**config.mk**
```make
export PLATFORM = sky130hd
export DESIGN_NAME = mul_share_sched
export DESIGN_NICKNAME = d
export VERILOG_FILES = /design/src/rtl/mul_share_sched.sv
export SDC_FILE = /design/constraint.sdc
export NUM_CORES = 1
export LEC_CHECK = 0
export BUFFER_PORTS_ARGS = -buffer_cell sky130_fd_sc_hd__buf_2
export CORE_AREA = 3 3 137 238
export CTS_BUF_LIST = sky130_fd_sc_hd__clkbuf_8
export CTS_CLUSTER_DIAMETER = 100
export DETAILED_ROUTE_END_ITERATION = 16
export DIE_AREA = 0 0 140 241
export GPL_ROUTABILITY_DRIVEN = 0
export HOLD_SLACK_MARGIN = 0.05
export PLACE_DENSITY = 0.61
export REMOVE_ABC_BUFFERS = 1
export SYNTH_ARGS = -nofsm -noshare
export SYNTH_HDL_FRONTEND = slang
export SYNTH_SLANG_ARGS = --single-unit
```
**constraint.sdc**
```tcl
create_clock -name sys_clk -period 10.6 [get_ports sys_clk]
set_clock_uncertainty 0.2 [all_clocks]
set_input_delay 1.59 -clock sys_clk [delete_from_list [all_inputs] [get_ports sys_clk]]
set_output_delay 1.59 -clock sys_clk [all_outputs]
set_load 0.005 [all_outputs]
```
**src/rtl/mul_share_sched.sv**
```systemverilog
// Round-robin scheduler that time-shares one iterative shift-add multiplier
// between two requesters (0: APB2 slave, 1: AHB slave) with valid/ready on both sides.
module mul_share_sched #(
  parameter int DATA_W = 32,
  parameter int STEP   = 1
) (
  input  logic                  sys_clk,
  input  logic                  reset_n,

  input  logic                  req0_valid,
  output logic                  req0_ready,
  input  logic [DATA_W-1:0]     req0_a,
  input  logic [DATA_W-1:0]     req0_b,
  output logic                  rsp0_valid,
  input  logic                  rsp0_ready,
  output logic [2*DATA_W-1:0]   rsp0_data,

  input  logic                  req1_valid,
  output logic                  req1_ready,
  input  logic [DATA_W-1:0]     req1_a,
  input  logic [DATA_W-1:0]     req1_b,
  output logic                  rsp1_valid,
  input  logic                  rsp1_ready,
  output logic [2*DATA_W-1:0]   rsp1_data,

  output logic                  busy,
  output logic                  owner
);

  localparam int N     = DATA_W / STEP;
  localparam int CNT_W = (N > 1) ? $clog2(N) : 1;
  localparam int PW    = 2 * DATA_W;

  localparam logic [1:0] S_IDLE = 2'd0;
  localparam logic [1:0] S_CALC = 2'd1;
  localparam logic [1:0] S_RESP = 2'd2;

  localparam logic [CNT_W-1:0] CNT_LAST = CNT_W'(N - 1);

  logic [1:0]        state_q, state_d;
  logic              owner_q, owner_d;
  logic [PW-1:0]     a_q, a_d;
  logic [DATA_W-1:0] b_q, b_d;
  logic [PW-1:0]     acc_q, acc_d;
  logic [CNT_W-1:0]  cnt_q, cnt_d;

  logic idle;
  logic grant;
  logic accept;
  logic owner_rsp_ready;

  // Sum of the multiplicand copies selected by the STEP low multiplier bits.
  function automatic logic [PW-1:0] partial(input logic [PW-1:0]   a,
                                            input logic [STEP-1:0] bits);
    logic [PW-1:0] sum;
    sum = '0;
    for (int i = 0; i < STEP; i++) begin
      if (bits[i]) sum = sum + (a << i);
    end
    return sum;
  endfunction

  assign idle = (state_q == S_IDLE);

  // On contention the requester that was not served last wins.
  assign grant      = (req0_valid && req1_valid) ? ~owner_q : req1_valid;
  assign req0_ready = reset_n && idle && req0_valid && !grant;
  assign req1_ready = reset_n && idle && req1_valid && grant;
  assign accept     = req0_ready || req1_ready;

  assign owner_rsp_ready = owner_q ? rsp1_ready : rsp0_ready;

  always_comb begin
    state_d = state_q;
    owner_d = owner_q;
    a_d     = a_q;
    b_d     = b_q;
    acc_d   = acc_q;
    cnt_d   = cnt_q;
    case (state_q)
      S_IDLE: begin
        if (accept) begin
          a_d     = PW'(grant ? req1_a : req0_a);
          b_d     = grant ? req1_b : req0_b;
          acc_d   = '0;
          owner_d = grant;
          cnt_d   = CNT_LAST;
          state_d = S_CALC;
        end
      end
      S_CALC: begin
        // Fixed N iterations regardless of operand values.
        acc_d = acc_q + partial(a_q, b_q[STEP-1:0]);
        a_d   = a_q << STEP;
        b_d   = b_q >> STEP;
        if (cnt_q == '0) begin
          state_d = S_RESP;
        end else begin
          cnt_d = cnt_q - 1'b1;
        end
      end
      S_RESP: begin
        if (owner_rsp_ready) state_d = S_IDLE;
      end
      default: state_d = S_IDLE;
    endcase
  end

  always_ff @(posedge sys_clk or negedge reset_n) begin
    if (!reset_n) begin
      state_q <= S_IDLE;
      owner_q <= 1'b1;
      a_q     <= '0;
      b_q     <= '0;
      acc_q   <= '0;
      cnt_q   <= '0;
    end else begin
      state_q <= state_d;
      owner_q <= owner_d;
      a_q     <= a_d;
      b_q     <= b_d;
      acc_q   <= acc_d;
      cnt_q   <= cnt_d;
    end
  end

  assign busy       = (state_q != S_IDLE);
  assign owner      = owner_q;
  assign rsp0_valid = (state_q == S_RESP) && !owner_q;
  assign rsp1_valid = (state_q == S_RESP) && owner_q;
  assign rsp0_data  = rsp0_valid ? acc_q : '0;
  assign rsp1_data  = rsp1_valid ? acc_q : '0;

endmodule

```
**Yosys cells after proc, flatten, opt, wreduce, memory -nomap -nowiden**

Cells that the tools add are included.

- Output and inout bits: 134
- Bits in registers: 168
- Input port bits: 134

- Reduce and logical (&&, ||, !) cells: 19
- Add/sub/neg operators: 2
- Multiplexer cells: 21
- Equal/unequal tests: 6
- Bitwise logic cells: 1

Operators by type and width:

| kind | number |
|---|---|
| $mux 64 | 6 |
| $pmux 64 s2 | 2 |
| $mux 32 | 3 |
| $add 64x64->64 | 1 |
| $pmux 32 s2 | 1 |
| $mux 5 | 2 |
| $pmux 5 s2 | 1 |
| $logic_and 1x1->1 | 8 |
| $mux 2 | 3 |
| $ne 2x2->1 const B | 3 |
| $pmux 2 s3 | 1 |
| $reduce_and 3->1 | 2 |
| $logic_not 5->1 | 1 |
| $sub 5x1->5 const B | 1 |
| $reduce_and 2->1 | 2 |
| $reduce_bool 2->1 | 2 |
| $eq 2x1->1 const B | 1 |
| $eq 2x2->1 const B | 1 |
| $logic_not 1->1 | 2 |
| $logic_not 2->1 | 1 |
| $mux 1 | 2 |
| $ne 2x1->1 const B | 1 |
| $logic_or 1x1->1 | 1 |
| $not 1->1 | 1 |

**Depth between registers and ports, before layout**

- Word-level depth: 7
- Mapped depth: 16
- Depth with buffers taken out: 15

**Least setup slack after synthesis**

No wires, ideal clock.

- Kind: input port to output port
- From: input port req1_valid
- To: output port req1_ready
- Required time: 8.810 ns
- Arrival time: 2.824 ns
- Setup slack: 5.986 ns
- Stages: 4
- Cells stage by stage: a21boi_1 buf_1 clkbuf_1 and2_1

- Word-level cells in the longest chain between the ends: 3
- Elaborated cells between the ends (all ways): 4
- Classes of those cells: 1 x mux; 3 x reduce/logical

RTL lines:

| item | RTL line | text |
|---|---|---|
| from (decl) | 18 | `input logic req1_valid,` |
| $logic_and 1x1->1 | 66 | `assign grant = (req0_valid && req1_valid) ? ~owner_q : req1_valid;` |
| $mux 1 | 66 |  |
| $logic_and 1x1->1 (*) | 68 | `assign req1_ready = reset_n && idle && req1_valid && grant;` |
| to (decl) | 19 | `output logic req1_ready,` |

Mark *: on every way between the ends. The rest lies on a longest branch, timed or not.

**Worst setup path after layout**

- From: input port reset_n
- To: output port req0_ready

- Word-level cells in the longest chain between the ends: 3

RTL lines:

| item | RTL line | text |
|---|---|---|
| from (decl) | 8 | `input logic reset_n,` |
| $logic_and 1x1->1 (3 in series) | 67 | `assign req0_ready = reset_n && idle && req0_valid && !grant;` |
| to (decl) | 11 | `output logic req0_ready,` |

Every way passes these cells.

==> impl_metrics.py <==
metrics = {
    "layout": {
        "ff_latch_area_mm2": 0.00421,
        "areaGrowthSynthToFinish_pct": 15.8,
        "fill_cells": 3126,
        "final_cells": 2088,
        "fin_nets": 1884,
        "multiInputGateArea_mm2": 0.00763,
        "layout-drive-gt1-share_pct": 19.7,
        "post-route-util_pct": 46.1,
        "antenna_cells": 0,
    },
    "timing": {
        "hold_ws_ns": 0.286,
        "finalSetupTns_ns": 0,
        "finalCriticalPeriod_ns": 4.43,
        "tightest_slew_ns": 1.07,
        "setup_viol": 0,
        "hold_viol_final": 0,
        "fmax_ghz": 0.226,
        "rsz0062_at_grt": "false",
        "max-slew-margin-rel_pct": 29.0,
        "post-route-period-util_pct": 41.8,
        "slew_viol_final": 0,
    },
    "grt": {
        "grt_pass1_vias": 10969,
        "globalRoute.busiestLayer": "met2",
        "grt_use_total_pct": 19.8,
        "grt_use_met3_pct": 2.70,
        "grt_use_met2_pct": 37.3,
        "grt_pass1_wl_um": 54400,
        "grt_antenna_before_repair": 0,
        "grtUsageMet1_pct": 21.9,
        "grt_overflow": 0,
        "grt_max_degree": 97,
    },
    "setup_path": {
        "cp_max_fo": 61,
        "reg2reg_from": "b_q[0]$_DFFE_PN0P_",
        "critPathArrivalTime_ns": 2.64,
        "crit_type": "input port to primary output",
        "startpoint_type": "input port",
        "worstPathRequired_ns": 8.81,
        "worstSetupStartpoint": "reset_n",
        "end_kind": "primary output",
    },
    "routing": {
        "vias": 11017,
        "final_antenna_net_count": 0,
        "firstDrtPassIters": 5,
        "drtIter0Drc": 435,
        "wire_per_inst_um": 16.1,
        "drt-vias-per-instance": 5.28,
        "remaining_drc_errors": 0,
        "routed_wirelength_um": 33500,
    },
    "clock_tree": {
        "postCtsSetupBuffers": 0,
        "clkTransAtPathRegs_ns": 0.09,
        "ctsHoldBuffers": 0,
        "cts_tree": "yes",
        "numCtsBuffers": 17,
        "clock_path_buffers": 2,
        "clkLatencyLatePin_ns": 0.50,
        "cts_root_buf": "clkbuf_8",
        "cts_resized": 0,
        "htree_num_levels": 4,
        "cts.sinks": 168,
    },
    "pwr": {
        "power_density_mw_per_mm2": 249,
        "irDropWorstVdd_uv": 139,
        "p_leak_nw": 7.09,
    },
    "floorplanning": {
        "die_h_um": 241,
        "ios": 268,
        "start_util_pct": 39.8,
        "die-area_mm2": 0.0337,
        "rows": 85,
        "die_w_um": 140,
        "core_area_mm2": 0.0308,
    },
    "synth": {
        "ys_warn_count": 0,
        "synth_area_leaders": "dfrtp_1 (34%), and2_1 (9.8%), ha_1 (6.6%)",
        "synth_cells": 1489,
        "avgSynthCellArea_um2": 8.24,
        "synth_top_area_share_pct": 34.0,
        "ys_ff_latch": 168,
        "synth.most_common_cell": "and2_1",
        "synth_common_cells": "and2_1 (192), nand2_1 (172), dfrtp_1 (167), o21ai_0 (145), a21oi_1 (132)",
        "ys.flop_type": "dfrtp_1",
        "yosysSeqAreaShare_pct": 34.3,
        "ys_types": 63,
        "synth_edf_count": 0,
        "synth_top_area_cell": "dfrtp_1",
        "synthArstFlopShare_pct": 100,
        "syn_area_mm2": 0.0123,
    },
    "worst_hold_path": {
        "min-delay-start": "b_q[31]$_DFFE_PN0P_",
        "hold_path_class": "register to register",
    },
    "placed_design": {
        "dp_hpwl_um": 24800,
        "port_buffers": 267,
        "dp_cells": 2056,
    },
    "outcome": {
        "status": "completed",
    },
    "job": {
        "drv_cap": 0,
    },
}
power breakdown:
part	internal, W	total, W	switching [W]
clock	0.000219	0.000472	0.000253
sequential	0.000948	0.00121	0.000266
combinational	0.000720	0.00186	0.00114
total	0.00189	0.00354	0.00165
through the flow:
stage / instance area, um2 / setup slack, ns / power (W)
5_1_grt: 14200 / 5.91 / 0.00389
4_1_cts: 14200 / 6.14 / 0.00359
2_1_floorplan: 11900 / 2.36 / 0.00260
6_report: 14200 / 6.17 / 0.00354
3_5_place_dp: 13800 / 6.14 / 0.00310
3_3_place_gp: 13800 / 6.12 / 0.00305
registers in the layout (all words and copies together) (netlist names):
signal and cells:
b_q 32, owner 1, acc_q 64, cnt_q 5, state_q 2, a_q 64
area by class of cell:
class / instances / share of cell area (%)
well taps: 391 / 3.44
inverters: 22 / 0.581
clock inverters: 13 / 0.898
multi-input cells: 1198 / 53.7
clock buffers: 19 / 1.84
repair buffers: 277 / 9.97
flip-flops and latches: 168 / 29.6
path summary, 6_finish.rpt:
path	end	slack, ns	cells past startpoint
worst max-delay path	req0_ready	6.17	6
worst min-delay path	b_q[31]$_DFFE_PN0P_	0.29	2
worst max register to register	acc_q[63]$_DFFE_PN0P_	6.34	15
worst min register to register	b_q[31]$_DFFE_PN0P_	0.29	2
max in group asynchronous	a_q[46]$_DFFE_PN0P_	8.08	2
min in group asynchronous	b_q[5]$_DFFE_PN0P_	0.85	1
critical path, cell delays in order:
cell and delay [ns]:
buf_6 0.42, inv_1 0.08, nor2_1 0.21, nand2_1 0.10
nor2_1 0.08, buf_2 0.12
routing by layer:
metal | up-vias | share of wire [%]
li1 | 5564 | -
met1 | 5124 | 39
met5 | - | 0
met2 | 271 | 54
met3 | 58 | 3.5
met4 | 0 | 3.6
logic make-up after synthesis:
| kind of cell | count (synthesis) | share of synthesized area [%] |
|---|---|---|
| adder cells (fa/ha/maj) | 66 | 6.79 |
| flip-flops | 168 | 34.3 |
| AO/OA/AOI/OAI | 451 | 22.9 |
| multiplexers | 65 | 5.31 |
| buffers and inverters | 123 | 3.90 |
| XOR/XNOR | 63 | 4.49 |
| AND/OR/NAND/NOR | 553 | 22.4 |
cell usage in the layout (no fill, tap or decap), drive strengths merged, types with 34 or more instances in the layout:
cell type and instances:
dfrtp 167, xnor2 34, mux2i 64, a21o 42
ha 65, and2 192, a21oi 135, buf 277
nor2 106, o21ai 155, a22o 45, nand2 172
Note: power is estimated with default switching activity, not from simulation.
